## config.mk

```make
export PLATFORM = sky130hd
export DESIGN_NAME = mem_stage_ctrl
export DESIGN_NICKNAME = d
export VERILOG_FILES = /design/src/rtl/mem_stage_ctrl.sv
export SDC_FILE = /design/constraint.sdc
export NUM_CORES = 1
export LEC_CHECK = 0
export CORE_UTILIZATION = 32
export DETAILED_ROUTE_END_ITERATION = 16
export PLACE_DENSITY = 0.65
export SETUP_SLACK_MARGIN = 0.05
export SLEW_MARGIN = 20
export SYNTH_ARGS = -nofsm -noshare
export SYNTH_HDL_FRONTEND = slang
export SYNTH_SLANG_ARGS = --single-unit
```

## constraint.sdc

```tcl
create_clock -name clk -period 6.4 [get_ports clk]
set_input_delay 1.92 -clock clk [delete_from_list [all_inputs] [get_ports clk]]
set_output_delay 1.92 -clock clk [all_outputs]
set_load 0.01 [all_outputs]
```

## src/rtl/mem_stage_ctrl.sv

```systemverilog
// MEM pipeline stage controller: issues one bus transaction per load/store,
// holds the upstream pipeline while it waits, and fills the MEM/WB register.
module mem_stage_ctrl #(
    parameter int unsigned TIMEOUT = 15
) (
    input  logic        clk,
    input  logic        rst,
    input  logic [31:0] malu,
    input  logic [31:0] mb,
    input  logic [4:0]  mrn,
    input  logic        mwreg,
    input  logic        mm2reg,
    input  logic        mwmem,
    output logic        bus_req,
    output logic        bus_we,
    output logic [31:0] bus_addr,
    output logic [31:0] bus_wdata,
    input  logic [31:0] bus_rdata,
    input  logic        bus_ack,
    output logic        stall,
    output logic [31:0] walu,
    output logic [31:0] wmo,
    output logic [4:0]  wrn,
    output logic        wwreg,
    output logic        wm2reg,
    output logic        misalign,
    output logic        bus_err
);

    localparam int unsigned CW = 8;

    typedef enum logic {
        IDLE   = 1'b0,
        ACCESS = 1'b1
    } state_t;

    state_t        state;
    logic [CW-1:0] cnt;
    logic [4:0]    l_rn;
    logic          l_wreg;
    logic          l_m2reg;

    logic access_c;
    logic aligned_c;
    logic timeout_c;

    assign access_c  = mm2reg | mwmem;
    assign aligned_c = (malu[1:0] == 2'b00);
    assign timeout_c = (cnt == CW'(TIMEOUT - 1));

    // Hold request: only an aligned access entering, or an access still waiting.
    always_comb begin
        stall = 1'b0;
        if (!rst) begin
            case (state)
                IDLE:    stall = access_c & aligned_c;
                ACCESS:  stall = ~bus_ack & ~timeout_c;
                default: stall = 1'b0;
            endcase
        end
    end

    always_ff @(posedge clk or posedge rst) begin
        if (rst) begin
            state     <= IDLE;
            cnt       <= '0;
            l_rn      <= '0;
            l_wreg    <= 1'b0;
            l_m2reg   <= 1'b0;
            bus_req   <= 1'b0;
            bus_we    <= 1'b0;
            bus_addr  <= '0;
            bus_wdata <= '0;
            walu      <= '0;
            wmo       <= '0;
            wrn       <= '0;
            wwreg     <= 1'b0;
            wm2reg    <= 1'b0;
            misalign  <= 1'b0;
            bus_err   <= 1'b0;
        end else begin
            misalign <= 1'b0;
            bus_err  <= 1'b0;
            case (state)
                IDLE: begin
                    if (!access_c) begin
                        walu   <= malu;
                        wrn    <= mrn;
                        wwreg  <= mwreg;
                        wm2reg <= 1'b0;
                    end else if (!aligned_c) begin
                        wwreg    <= 1'b0;
                        wm2reg   <= 1'b0;
                        misalign <= 1'b1;
                    end else begin
                        // Capture the access; bus_we/addr/wdata double as the latched copies.
                        l_rn      <= mrn;
                        l_wreg    <= mwreg;
                        l_m2reg   <= mm2reg;
                        bus_we    <= mwmem;
                        bus_addr  <= malu;
                        bus_wdata <= mb;
                        bus_req   <= 1'b1;
                        cnt       <= '0;
                        wwreg     <= 1'b0;
                        wm2reg    <= 1'b0;
                        state     <= ACCESS;
                    end
                end
                ACCESS: begin
                    if (bus_ack) begin
                        walu    <= bus_addr;
                        wrn     <= l_rn;
                        wwreg   <= l_wreg & ~bus_we;
                        wm2reg  <= l_m2reg & ~bus_we;
                        if (!bus_we) begin
                            wmo <= bus_rdata;
                        end
                        bus_req <= 1'b0;
                        state   <= IDLE;
                    end else if (timeout_c) begin
                        bus_req <= 1'b0;
                        wwreg   <= 1'b0;
                        wm2reg  <= 1'b0;
                        bus_err <= 1'b1;
                        state   <= IDLE;
                    end else if (cnt != {CW{1'b1}}) begin
                        cnt <= cnt + CW'(1);
                    end
                end
                default: state <= IDLE;
            endcase
        end
    end

endmodule
```

# Word level (Yosys, flattened, before mapping)
# Cells that the tools add are included.
# word_totals
regBits,155
latchBits,0
ram_bits,0
mem_bits_ro,0
word_cells,77
memories,0
# classes
add_sub_neg,1
mul,0
div,0
magnitude_cmp,0
n_eq_ne,10
shift,0
n_mux,35
n_bitwise,9
reduce_logical,6
# op_table
operator,count
32-bit two-way mux,2
32-bit one-hot mux with 2 select lines,1
8-bit two-way mux,5
1-bit two-way mux,18
8-bit one-hot mux with 2 select lines,1
"2-bit inequality test, second input constant",6
5-bit two-way mux,2
1-bit one-hot mux with 2 select lines,5
5-bit one-hot mux with 2 select lines,1
3-bit AND reduction,3
"8-bit by 1-bit adder with 8-bit output, second input constant",1
"8-bit by 4-bit == test with 1-bit output, second input constant",1
"8-bit inequality test, second input constant",1
5-bit AND reduction,1
1-bit bitwise AND,4
1-bit inverter,4
"3-bit by 2-bit inequality test with 1-bit output, second input constant",1
2-bit logical NOT,1
"2-bit by 1-bit inequality test with 1-bit output, second input constant",1
2-bit AND reduction,1
1-bit OR,1

# Logic depth before layout (Yosys ltp)
# Gate-level depths: netlist of the first run.
# logic_depth
word_depth,5
depth_mapped,7
depth_no_buf,5

# Worst setup path after synthesis of the first run
# Ideal clock, no wire load.
# synth_timing
path_kind,input -> output
startpoint,input mwmem
endpoint,output stall
arrival_time_ns,2.863
required_time_ns,4.480
setup_slack_ns,1.617
cell_stages,5
n_path_buf,1
path_cell_list,nor2_1 > nor2_1 > nand2_1 > clkbuf_1 > a21oi_1
# synth_between
elab_chain_cells,4
# synth_lines
item,line,source
start: declaration,13,"input logic mwmem,"
1-bit OR,47,assign access_c = mm2reg | mwmem;
1-bit bitwise AND,56,IDLE: stall = access_c & aligned_c;
1-bit one-hot mux with 2 select lines,55,case (state)
1-bit two-way mux,54,if (!rst) begin
end: declaration,20,"output logic stall,"
# Every way passes these cells.

# Worst setup path in the final report of the first run
# layout_timing
startpoint,input bus_ack
endpoint,output stall
# layout_between
elab_chain_cells,4
# layout_lines
item,line,source
start: declaration,19,"input logic bus_ack,"
1-bit inverter,57,ACCESS: stall = ~bus_ack & ~timeout_c;
1-bit bitwise AND,57,
1-bit one-hot mux with 2 select lines,55,
1-bit two-way mux,54,
# Every way passes these cells.

==> reports/qor.yml, run 1 <==
run_status:
  status: "complete, no violations"
die:
  ios: 247
  die_area_um2: 20400
  die_w_um: 143
  fp-row-count: 51
  coreArea_um2: 19500
  chipHeight_um: 143
  initial_core_util: 0.325
clock_network:
  cts_htree_levels: 4
  cts_resized: 0
  clkSinkCount: 155
  clockBufferDepth: 2
  cts_buffers: 17
  clockRootBuffer: "clkbuf_16"
  postCtsSetupBuffers: 0
  holdBufCountCts: 0
  clk_pin_slew_ns: 0.07
  cts_tree: "done"
  clk_latency_ns: 0.42
worst_setup_path:
  critPathLaunchType: "input port"
  end_kind: "output port"
  crit_path_end: "stall"
  r2r-end: "walu[15]"
  crit_type: "input port to output port"
  crit_fanout: 6
  r2r_start: "state"
  worstPathRequired_ns: 4.48
  rrSetupSlack_ns: 3.79
  worstPathArrival_ns: 3.67
  cp-startpoint: "bus_ack"
  ff2ff_path_depth: 6
pwr:
  p_int_uw: 2410
  switchingPower_uw: 1030
  power_frac_comb: 0.302
  powerDensity_nw_per_um2: 356
  pwr-share-seq: 0.399
  power.leakage_uw: 0.00410
  ir_drop_uv: 176
  switching_share: 0.300
  clkPwrFrac: 0.299
final_layout:
  drive_above_1_share: 0.157
  n_antenna_cell: 0
  stdcell_count: 1054
  syn_to_final_growth_pct: 52.5
  num-nets-final: 885
global_routing:
  antenna_found_initial: 0
  grt_max_degree: 75
  overflow: 0
  grt_pass1_wl_mm: 26.0
  grtUsageTotal: 0.168
  grt_pass1_vias: 4770
worst_hold_path:
  hp-class: "flip-flop to flip-flop"
sta:
  setup_viol: 0
  maxSlewHeadroom: 0.399
  finalSetupTns_ns: 0
  worst_pin_slew_ns: 0.894
  finClkSkew_ns: 0.00914
  hold_viol_final: 0
  period_share: 0.873
  grt_setup_unrepaired: "false"
  drv_slew: 0
  period_needed_ns: 5.59
  max_freq_mhz: 179
detailed_routing:
  totalWireLength_mm: 16.4
  vias: 4800
  wl_per_cell_um: 15.6
  drc: 0
  viasPerCell: 4.55
  ant_nets: 0
  drt_iter0_markers: 142
  drt_first_pass_iters: 4
synth:
  syn_avg_cell_area_um2: 11.9
  yosys_warnings: 0
  ys_types: 37
  syn_area_um2: 6330
  syn_nets: 642
  synth_seq_cells: 155
  yosysSeqAreaShare: 0.612
  syn_inst: 533
placed_design:
  globalplace.congestion: 0.767
  portBuffers: 246
  dp_hpwl_mm: 11.1
  dpl.cell_count: 1022
job:
  cap_violations: 0
## flip-flops by register name, indices dropped and copies added, names as in the netlist, 5 cells and up
signal and flops:
bus_addr 32, bus_wdata 32, cnt 8, l_rn 5, walu 32, wmo 32
wrn 5
## power by group through the flow
stage / Sequential [µW] / Clock [µW] / Combinational (µW)
2_1_floorplan: 1490 / 0 / 314
3_3_place_gp: 1380 / 0 / 1050
3_5_place_dp: 1390 / 0 / 1050
4_1_cts: 1380 / 1060 / 1060
5_1_grt: 1410 / 1110 / 1120
6_report: 1370 / 1030 / 1040
## cell usage after synthesis (all sizes together)
| cell | instances | area, µm² |
|---|---|---|
| o31ai | 3 | 22.5 |
| nand3 | 6 | 30.0 |
| o311ai | 1 | 8.76 |
| nor2b | 2 | 12.5 |
| a21o | 1 | 7.51 |
| inv | 4 | 15.0 |
| and2 | 3 | 18.8 |
| or2 | 1 | 6.26 |
| buf | 8 | 43.8 |
| a22oi | 1 | 7.51 |
| o221ai | 1 | 8.76 |
| nand2b | 2 | 12.5 |
| clkbuf | 21 | 88.8 |
| dfrtp | 155 | 3880 |
| o21a | 2 | 15.0 |
| nor2 | 43 | 161 |
| or3 | 1 | 7.51 |
| and4bb | 1 | 12.5 |
| and4 | 1 | 11.3 |
| mux2 | 71 | 800 |
| nor3 | 6 | 30.0 |
| or4b | 1 | 13.8 |
| o41ai | 6 | 67.6 |
| a21oi | 40 | 200 |
| ha | 2 | 25.0 |
| nand2 | 104 | 390 |
| nor4 | 1 | 6.26 |
| a31o | 1 | 8.76 |
| o41a | 1 | 11.3 |
| mux2i | 38 | 380 |
| nand3b | 1 | 7.51 |
| o21ai | 3 | 15.0 |
| or2b | 1 | 8.76 |
## how the worst min path moves through the flow
stage          startpoint      end  slack [ns]  cells after the start
6_report          wmo[16]  wmo[16]        0.47                      2
5_1_grt            wmo[2]   wmo[2]        0.49                      2
4_1_cts           wmo[26]  wmo[26]        0.48                      2
3_5_place_dp      wmo[20]  wmo[20]        0.46                      2
3_3_place_gp      wmo[26]  wmo[26]        0.46                      2
2_1_floorplan     l_m2reg   wm2reg        0.44                      2
## layer usage
metal / vias up / global-route usage / part of all wire
li1: 2311 / - / -
met5: - / 0 / 0
met3: 20 / 0.0560 / 0.063
met4: 0 / 0.0645 / 0.015
met2: 126 / 0.262 / 0.49
met1: 2343 / 0.215 / 0.44
## layout make-up
class                   count  area (µm²)
clock inverters            15         168
flip-flops and latches    155        3880
fillers                  1758        9800
inverters                   4        20.0
multi-input cells         345        2320
repair buffers            253        2510
clock buffers              17         425
well taps                 265         332
## stage by stage
| step | util | setup slack (ns) | cell area [µm²] | hold WS [ns] | total power, µW |
|---|---|---|---|---|---|
| global placement | 0.466 | 0.826 | 9070 | 0.457 | 2430 |
| finish | 0.496 | 0.810 | 9660 | 0.473 | 3440 |
| CTS | 0.496 | 0.794 | 9660 | 0.477 | 3500 |
| global route | 0.496 | 0.727 | 9660 | 0.495 | 3640 |
| floorplan | - | 0.302 | 6330 | 0.444 | 1800 |
| detailed placement | 0.466 | 0.803 | 9070 | 0.461 | 2440 |
## critical path, stage by stage
cell,delay (ns)
clkdlybuf4s50_1,0.45
or2b_2,0.33
a31o_2,0.27
a21oi_1,0.16
clkdlybuf4s50_1,0.55
## kinds of logic (layout without fill, tap and decap cells)
| group | Yosys count | count (layout) | synth area share |
|---|---|---|---|
| compound gates | 60 | 60 | 0.0589 |
| fa+ha+maj | 2 | 2 | 0.00395 |
| buf+inv | 33 | 289 | 0.0233 |
| flops | 155 | 155 | 0.612 |
| mux | 109 | 109 | 0.186 |
| simple gates | 174 | 174 | 0.115 |
## placed cells by master (no fill, tap or decap), types with 6 or more instances in the layout
cell,instances
dfrtp_1,154
buf_4,7
nand3_1,6
mux2i_1,38
inv_6,8
mux2_2,71
nor2_1,42
clkbuf_16,17
clkdlybuf4s50_1,246
a21oi_1,40
nand2_1,103
inv_8,6
nor3_1,6
No activity file was read; power rests on OpenSTA's default activity.
==> inputs of run 2 (changes only) <==
- CTS_CLUSTER_DIAMETER: default -> 30
- DONT_BUFFER_PORTS: default -> 1
- PLACE_DENSITY: 0.65 -> 0.48
- RECOVER_POWER: default -> 25
==> run 2 against run 1 <==
The run now ends with capacitance limit, slew limit left; hold slack gained 0.033 ns; clock skew barely moved; utilization down 13 points; largest power group unchanged.
==> reports/qor.yml, run 2 (synthesis results as in run 1) <==
run_status:
  status: "finished with violations"
  violations: "capacitance limit, slew limit"
placed_design:
  portBuffers: 0
  place_ws_ns: 1.72
  globalplace.congestion: 0.709
  dp_hpwl_mm: 9.99
global_routing:
  overflow: 0
  grt_pass1_vias: 4057
  grt_max_degree: 63
  grtUsageTotal: 0.146
  antenna_found_initial: 0
  grt_pass1_wl_mm: 22.3
clock_network:
  holdBufCountCts: 0
  postCtsSetupBuffers: 0
  clk_pin_slew_ns: 0.06
  clockBufferDepth: 2
  cts_resized: 0
  cts_tree: "done"
  cts_htree_levels: 4
  clk_latency_ns: 0.42
  clockRootBuffer: "clkbuf_16"
  clkSinkCount: 155
  cts_buffers: 17
die:
  chipHeight_um: 143
  initial_core_util: 0.325
  die_w_um: 143
  die_area_um2: 20400
  coreArea_um2: 19500
  ios: 247
  fp-row-count: 51
worst_setup_path:
  worstPathArrival_ns: 2.77
  r2r_start: "state"
  end_kind: "output port"
  worstPathRequired_ns: 4.48
  crit_type: "input port to output port"
  crit_fanout: 6
  critPathLaunchType: "input port"
  cp-startpoint: "bus_ack"
worst_hold_path:
  hp-class: "flip-flop to flip-flop"
  hold_start: "l_rn[4]"
sta:
  period_needed_ns: 4.69
  drv_slew: 92
  fin_ws_ns: 1.71
  maxSlewHeadroom: -0.751
  grt_setup_unrepaired: "false"
  max_freq_mhz: 213
  finClkSkew_ns: 0.00894
  worst_pin_slew_ns: 2.61
  period_share: 0.733
  finalSetupTns_ns: 0
  setup_viol: 0
  hold_viol_final: 0
detailed_routing:
  drt_iter0_markers: 168
  viasPerCell: 4.84
  wl_per_cell_um: 18.2
  totalWireLength_mm: 14.7
  vias: 3914
  ant_nets: 0
  drt_first_pass_iters: 6
  drc: 0
pwr:
  clkPwrFrac: 0.327
  power_frac_comb: 0.128
  powerDensity_nw_per_um2: 398
  p_int_uw: 1930
  switchingPower_uw: 910
  pwr-share-seq: 0.545
  ir_drop_uv: 167
  power.leakage_uw: 0.00310
  switching_share: 0.320
final_layout:
  final_common_cell: "dfrtp_1"
  syn_to_final_growth_pct: 12.7
  final_core_util: 0.367
  drive_above_1_share: 0.221
  n_antenna_cell: 0
  nFillCells: 1890
  final_cell_mix: "dfrtp_1, nand2_1, mux2_2, nor2_1, a21oi_1"
  num-nets-final: 639
job:
  cap_violations: 2
==> run 2: cell types whose count changed in the layout (fill, tap and decap cells not counted), sizes merged <==
cell and delta:
buf -1, bufinv -1, clkbuf +4, clkdlybuf4s50 -246, clkinv +2, clkinvlp +6, inv -10
==> run 2: through the flow <==
stage	instances	area (µm²)	total power [µW]	hold WS [ns]
after global routing	808	7140	3010	0.513
final	808	7140	2840	0.506
after floorplan	533	6330	1800	0.444
after global placement	776	6600	1920	0.490
after detailed placement	776	6600	1940	0.495
after CTS	808	7150	2890	0.509
==> run 2: final timing paths <==
path	endpoint	slack, ns	cells past startpoint
setup / recovery	stall	1.71	3
hold / removal	l_rn[4]	0.51	1
setup reg to reg	wmo[27]	3.73	5
hold reg to reg	l_rn[4]	0.51	1
max in group asynchronous	state	2.14	2
min in group asynchronous	cnt[3]	2.11	1
==> run 2: layout make-up <==
cell class	count	area, µm²	share of cell area
inverter	4	16.3	0.00228
clock inverter	12	87.6	0.0123
timing repair buffer	7	50.0	0.00701
multi-input combinational	345	2320	0.325
sequential	155	3880	0.543
clock buffer	20	457	0.0640
tap	265	332	0.0464
==> run 2: worst max-delay path, cell delays in order <==
cell and delay, ns:
or2b_2 0.30, a31o_1 0.27, a21oi_1 0.28
==> run 2: power groups by stage <==
stage / clock network (µW) / logic, µW / registers (µW)
2_1_floorplan: 0 / 314 / 1490
3_3_place_gp: 0 / 353 / 1570
3_5_place_dp: 0 / 374 / 1570
4_1_cts: 964 / 374 / 1550
5_1_grt: 1010 / 419 / 1580
6_report: 929 / 364 / 1550
==> run 2: per-layer routing <==
layer  track usage  vias to the layer above  routed length, µm
met5             0                        -                  0
met4        0.0475                        0                127
met3        0.0510                        7                958
met2         0.245                      120               7630
met1         0.175                     1974               6000
li1              -                     1813                  -
